===== config.mk =====
export PLATFORM = sky130hd
export DESIGN_NAME = sprite_commit_ctrl
export DESIGN_NICKNAME = d
export VERILOG_FILES = /design/src/rtl/sprite_commit_ctrl.sv
export SDC_FILE = /design/constraint.sdc
export NUM_CORES = 1
export LEC_CHECK = 0
export BUFFER_PORTS_ARGS = -buffer_cell sky130_fd_sc_hd__buf_2
export CAP_MARGIN = 20
export CELL_PAD_IN_SITES_DETAIL_PLACEMENT = 1
export CELL_PAD_IN_SITES_GLOBAL_PLACEMENT = 2
export CORE_ASPECT_RATIO = 1.1
export CORE_MARGIN = 3
export CORE_UTILIZATION = 29
export DETAILED_ROUTE_END_ITERATION = 6
export PLACE_DENSITY_LB_ADDON = 0.1
export REMOVE_ABC_BUFFERS = 1
export SLEW_MARGIN = 20
export SYNTH_ARGS = -nofsm -noshare
export SYNTH_HDL_FRONTEND = slang
export SYNTH_SLANG_ARGS = --single-unit

===== constraint.sdc =====
create_clock -name clk -period 1.98 [get_ports clk]
set_input_delay 0.198 -clock clk [delete_from_list [all_inputs] [get_ports clk]]
set_output_delay 0.198 -clock clk [all_outputs]
set_load 0.01 [all_outputs]

===== src/rtl/sprite_commit_ctrl.sv =====
// Frame-synchronous sprite table commit: copies staging RAM into active RAM on the first vsync rise after a request.
// Optional sticky commit-complete interrupt is built when SPRITE_COMMIT_IRQ_EN is defined; otherwise irq is tied low.
module sprite_commit_ctrl #(
    parameter int NUM_BYTES = 4,
    parameter int ADDR_W    = 6
) (
    input  logic              clk,
    input  logic              reset,
    input  logic              commit_req,
    input  logic              vsync,
    output logic [ADDR_W-1:0] stage_rd_addr,
    input  logic [7:0]        stage_rd_data,
    output logic              act_wr_en,
    output logic [ADDR_W-1:0] act_wr_addr,
    output logic [7:0]        act_wr_data,
    output logic              host_lock,
    output logic              commit_pending,
    output logic              commit_done,
    output logic [7:0]        frame_cnt,
    output logic              irq,
    input  logic              irq_clr
);

    typedef enum logic [1:0] {
        S_IDLE,
        S_ARMED,
        S_COPY,
        S_DONE
    } state_t;

    localparam logic [ADDR_W:0]   NB   = (ADDR_W+1)'(NUM_BYTES);
    localparam logic [ADDR_W-1:0] LAST = ADDR_W'(NUM_BYTES - 1);

    state_t            state_q, state_d;
    logic              vsync_d_q;
    logic [7:0]        frame_cnt_q, frame_cnt_d;
    logic [ADDR_W:0]   rd_idx_q, rd_idx_d;
    logic [ADDR_W-1:0] stage_rd_addr_q, stage_rd_addr_d;
    logic              wr_vld_q, wr_vld_d;
    logic [ADDR_W-1:0] wr_addr_q, wr_addr_d;
    logic              re_arm_q, re_arm_d;
    logic              vs_rise;
    logic              issue;

    assign vs_rise = vsync & ~vsync_d_q;
    assign issue   = (state_q == S_COPY) && (rd_idx_q < NB);

    always_comb begin
        state_d         = state_q;
        rd_idx_d        = rd_idx_q;
        stage_rd_addr_d = stage_rd_addr_q;
        wr_vld_d        = 1'b0;
        wr_addr_d       = wr_addr_q;
        re_arm_d        = re_arm_q;
        frame_cnt_d     = frame_cnt_q + (vs_rise ? 8'd1 : 8'd0);

        case (state_q)
            S_IDLE: begin
                // A request coincident with an edge still waits for the next frame.
                if (commit_req) state_d = S_ARMED;
            end
            S_ARMED: begin
                if (vs_rise) begin
                    state_d  = S_COPY;
                    rd_idx_d = '0;
                end
            end
            S_COPY: begin
                if (issue) begin
                    stage_rd_addr_d = rd_idx_q[ADDR_W-1:0];
                    rd_idx_d        = rd_idx_q + 1'b1;
                    wr_vld_d        = 1'b1;
                    wr_addr_d       = rd_idx_q[ADDR_W-1:0];
                end
                if (commit_req) re_arm_d = 1'b1;
                if (wr_vld_q && (wr_addr_q == LAST)) state_d = S_DONE;
            end
            S_DONE: begin
                if (re_arm_q) begin
                    state_d  = S_ARMED;
                    re_arm_d = 1'b0;
                end else begin
                    state_d = S_IDLE;
                end
            end
            default: state_d = S_IDLE;
        endcase
    end

    always_ff @(posedge clk) begin
        if (reset) begin
            state_q         <= S_IDLE;
            vsync_d_q       <= 1'b0;
            frame_cnt_q     <= 8'd0;
            rd_idx_q        <= '0;
            stage_rd_addr_q <= '0;
            wr_vld_q        <= 1'b0;
            wr_addr_q       <= '0;
            re_arm_q        <= 1'b0;
        end else begin
            state_q         <= state_d;
            vsync_d_q       <= vsync;
            frame_cnt_q     <= frame_cnt_d;
            rd_idx_q        <= rd_idx_d;
            stage_rd_addr_q <= stage_rd_addr_d;
            wr_vld_q        <= wr_vld_d;
            wr_addr_q       <= wr_addr_d;
            re_arm_q        <= re_arm_d;
        end
    end

    // The read address is driven straight from the index so the RAM sees it in the issue cycle.
    assign stage_rd_addr  = issue ? rd_idx_q[ADDR_W-1:0] : stage_rd_addr_q;
    assign act_wr_en      = wr_vld_q;
    assign act_wr_addr    = wr_addr_q;
    assign act_wr_data    = wr_vld_q ? stage_rd_data : 8'h00;
    assign host_lock      = (state_q == S_COPY);
    assign commit_pending = (state_q == S_ARMED);
    assign commit_done    = (state_q == S_DONE);
    assign frame_cnt      = frame_cnt_q;

`ifdef SPRITE_COMMIT_IRQ_EN
    logic irq_q, irq_d;

    always_comb begin
        irq_d = irq_q;
        if (irq_clr) irq_d = 1'b0;
        if (commit_done) irq_d = 1'b1;
    end

    always_ff @(posedge clk) begin
        if (reset) irq_q <= 1'b0;
        else       irq_q <= irq_d;
    end

    assign irq = irq_q;
`else
    logic unused_irq_clr;

    assign unused_irq_clr = irq_clr;
    assign irq            = 1'b0;
`endif

endmodule

==> flow_metrics.tcl <==
set metrics [dict create \
    drc 0 \
    clock-sinks 32 \
    dr.pass1.iters 4 \
    place_hpwl_microns 2600 \
    status "finished, violations left" \
    layout-area-overhead-vs-synth_pct 35.6 \
    h-tree-depth 2 \
    yosysTopAreaCell "dfxtp_1" \
    leakage_nw 0.874 \
    period_share_pct 100 \
    synth_top_area_share_pct 46.1 \
    grt_pass1_vias 1336 \
    insertion_delay_ns 0.28 \
    via_per_inst 4.80 \
    die-area_sq_um 5660 \
    crit_arrival_ns 1.79 \
    drive_gt1_share_pct 34.3 \
    num_rows 25 \
    power.total_mw 2.01 \
    routedWlPerCell_microns 13.5 \
    peakVddDrop_mv 0.628 \
    worstPathMaxFanout 3 \
    port_buffers 43 \
    grt.total_usage_pct 14.0 \
    ios 46 \
    yosysUniqueCellTypes 34 \
    cts_tree "yes" \
    clock.fmax_mhz 504 \
    dieWidth_microns 72.0 \
    holdWs_ns 0.151 \
    power_density_nw_per_um2 1070 \
    critPathRequiredTime_ns 1.78 \
    yosysWarnings 0 \
    hold_class "input port to flip-flop" \
    synthTopCellsByArea "dfxtp_1 46%, and2_1 8.1%, ha_1 6.3%, nor2b_1 4.1%, nand2_1 3.0%" \
    clkTransAtPathRegs_ns 0.07 \
    rsz0062_at_grt "true" \
    core_sq_um 4440 \
    synth_edf_count 0 \
    initial_core_util_pct 31.3 \
    slew_headroom_pct 66.4 \
    layout.cells.non_filler 261 \
    syn-instance-count 148 \
    yosysMostFrequentCell "dfxtp_1" \
    ys_ff_latch 32 \
    finalSetupViolations 1 \
    drv_slew 0 \
    seq_area_frac_synth_pct 46.1 \
    ys.flop_type "dfxtp_1" \
    fin_ws_ns -0.00428 \
    grt_overflow 0 \
    startpoint_type "flip-flop" \
    cap_violations 0 \
    ctsLongestPathBuffers 2 \
    grt_pass1_wl_microns 6170 \
    synthArstFlopShare_pct 0 \
    skew_ns 0.00585 \
    preCtsSetupSlack_ns 0.0873 \
    grt_start_max_net_pins 29 \
    syn-mean-instance-area_sq_um 9.38 \
    antenna_found_initial 0 \
    diodes 0 \
    end_kind "output pin" \
    synth_area_sq_um 1390 \
    dr.first_iter.drc_count 31 \
    place.gp.congestion 0.742 \
    worst_slew_pin_slew_ns 0.503 \
    die_h_microns 78.6 \
    cts_buffers 5 \
    routed_wl_microns 3510 \
    violations "setup timing" \
    hold_violations 0 \
    num_vias 1252 \
    synth_commonest_cells "32 x dfxtp_1, 18 x and2_1, 11 x nand2_1" \
    ant_nets 0 \
    nets 226 \
    root_buffer "clkbuf_8" \
    placed_cells 245 \
    layout_min_cycle_time_ns 1.98 \
    ctsHoldBuffers 0 \
    crit_type "flip-flop to output pin" \
]
## cell families after synthesis
group           count (synthesis)  share of synthesized area, %
fa+ha+maj                       7                          6.31
mux                             1                         0.721
other cells                     1                         0.270
simple gates                   71                          29.5
flops                          32                          46.1
buf+inv                         8                          2.43
compound gates                 22                          10.9
xor+xnor                        6                          3.78
## per-layer routing
layer / share of wire, % / vias up / routed length, microns / GRT usage, %
li1: - / 614 / - / -
met1: 40 / 594 / 1410 / 14.9
met2: 51 / 39 / 1780 / 24.7
met3: 7.3 / 5 / 258 / 5.25
met4: 1.8 / 0 / 63 / 5.64
met5: 0 / - / 0 / 0
## layout make-up
type | instances | area, sq um
timing repair buffer | 55 | 312
inverter | 4 | 15.0
clock inverter | 2 | 35.0
clock buffer | 6 | 72.6
sequential | 32 | 646
fill | 535 | 2560
tap | 54 | 67.6
multi-input combinational | 108 | 736
## worst paths after layout
path                 startpoint                  to  slack, ns  cells after the start
max                  state_q[0]    stage_rd_addr[0]     -0.004                      7
min                       vsync           vsync_d_q       0.15                      2
max reg2reg          state_q[0]         rd_idx_q[2]       0.19                      7
min reg2reg  stage_rd_addr_q[0]  stage_rd_addr_q[0]       0.47                      2
## registers in the layout (all words and copies together), names as in the netlist
| name | cells |
|---|---|
| act_wr_addr | 6 |
| act_wr_en | 1 |
| frame_cnt | 8 |
| rd_idx_q | 7 |
| re_arm_q | 1 |
| stage_rd_addr_q | 6 |
| state_q | 2 |
| vsync_d_q | 1 |
## layout by cell type, fill, tap and decap left out, drive strengths merged
cell type / n
or4b: 1
and2: 18
nand3: 6
a21boi: 1
buf: 55
nand2: 11
o31ai: 1
conb: 1
o21a: 2
nand4: 1
nor2b: 9
nand4b: 2
a211oi: 1
ha: 7
bufinv: 1
and3: 2
nor3: 3
xnor2: 2
nand2b: 5
xor2: 4
o41ai: 1
nor2: 10
dfxtp: 32
clkinv: 1
a21oi: 8
o21ai: 3
nor4b: 1
o211ai: 2
a31oi: 2
a221oi: 1
mux2i: 1
inv: 4
clkbuf: 6
nor3b: 2
## what timing repair did
item,CTS,global route
gates resized for setup,7,2
buffers inserted,8,0
setup endpoints to repair,6,6
pin swaps,5,2
## metrics by stage
step,setup TNS [ns],instance area (sq um),util (%)
2_1_floorplan,0,1370,-
3_3_place_gp,0,1680,37.9
3_5_place_dp,0,1680,37.9
4_1_cts,-0.0899,1870,42.1
5_1_grt,-0.203,1880,42.4
6_report,-0.00428,1880,42.4
## report_power, final
part	switching [mW]	internal, mW
Sequential	0.0345	0.686
Combinational	0.349	0.325
Clock	0.242	0.373
Total	0.625	1.38
## critical path, cell delays in order (launching register included)
cell,delay [ns]
dfxtp_2,0.33
inv_2,0.07
ha_4,0.14
or4b_4,0.48
nor3_4,0.20
nand2_1,0.11
nand2_1,0.09
buf_6,0.11
No activity file was read; power rests on OpenSTA's default activity.
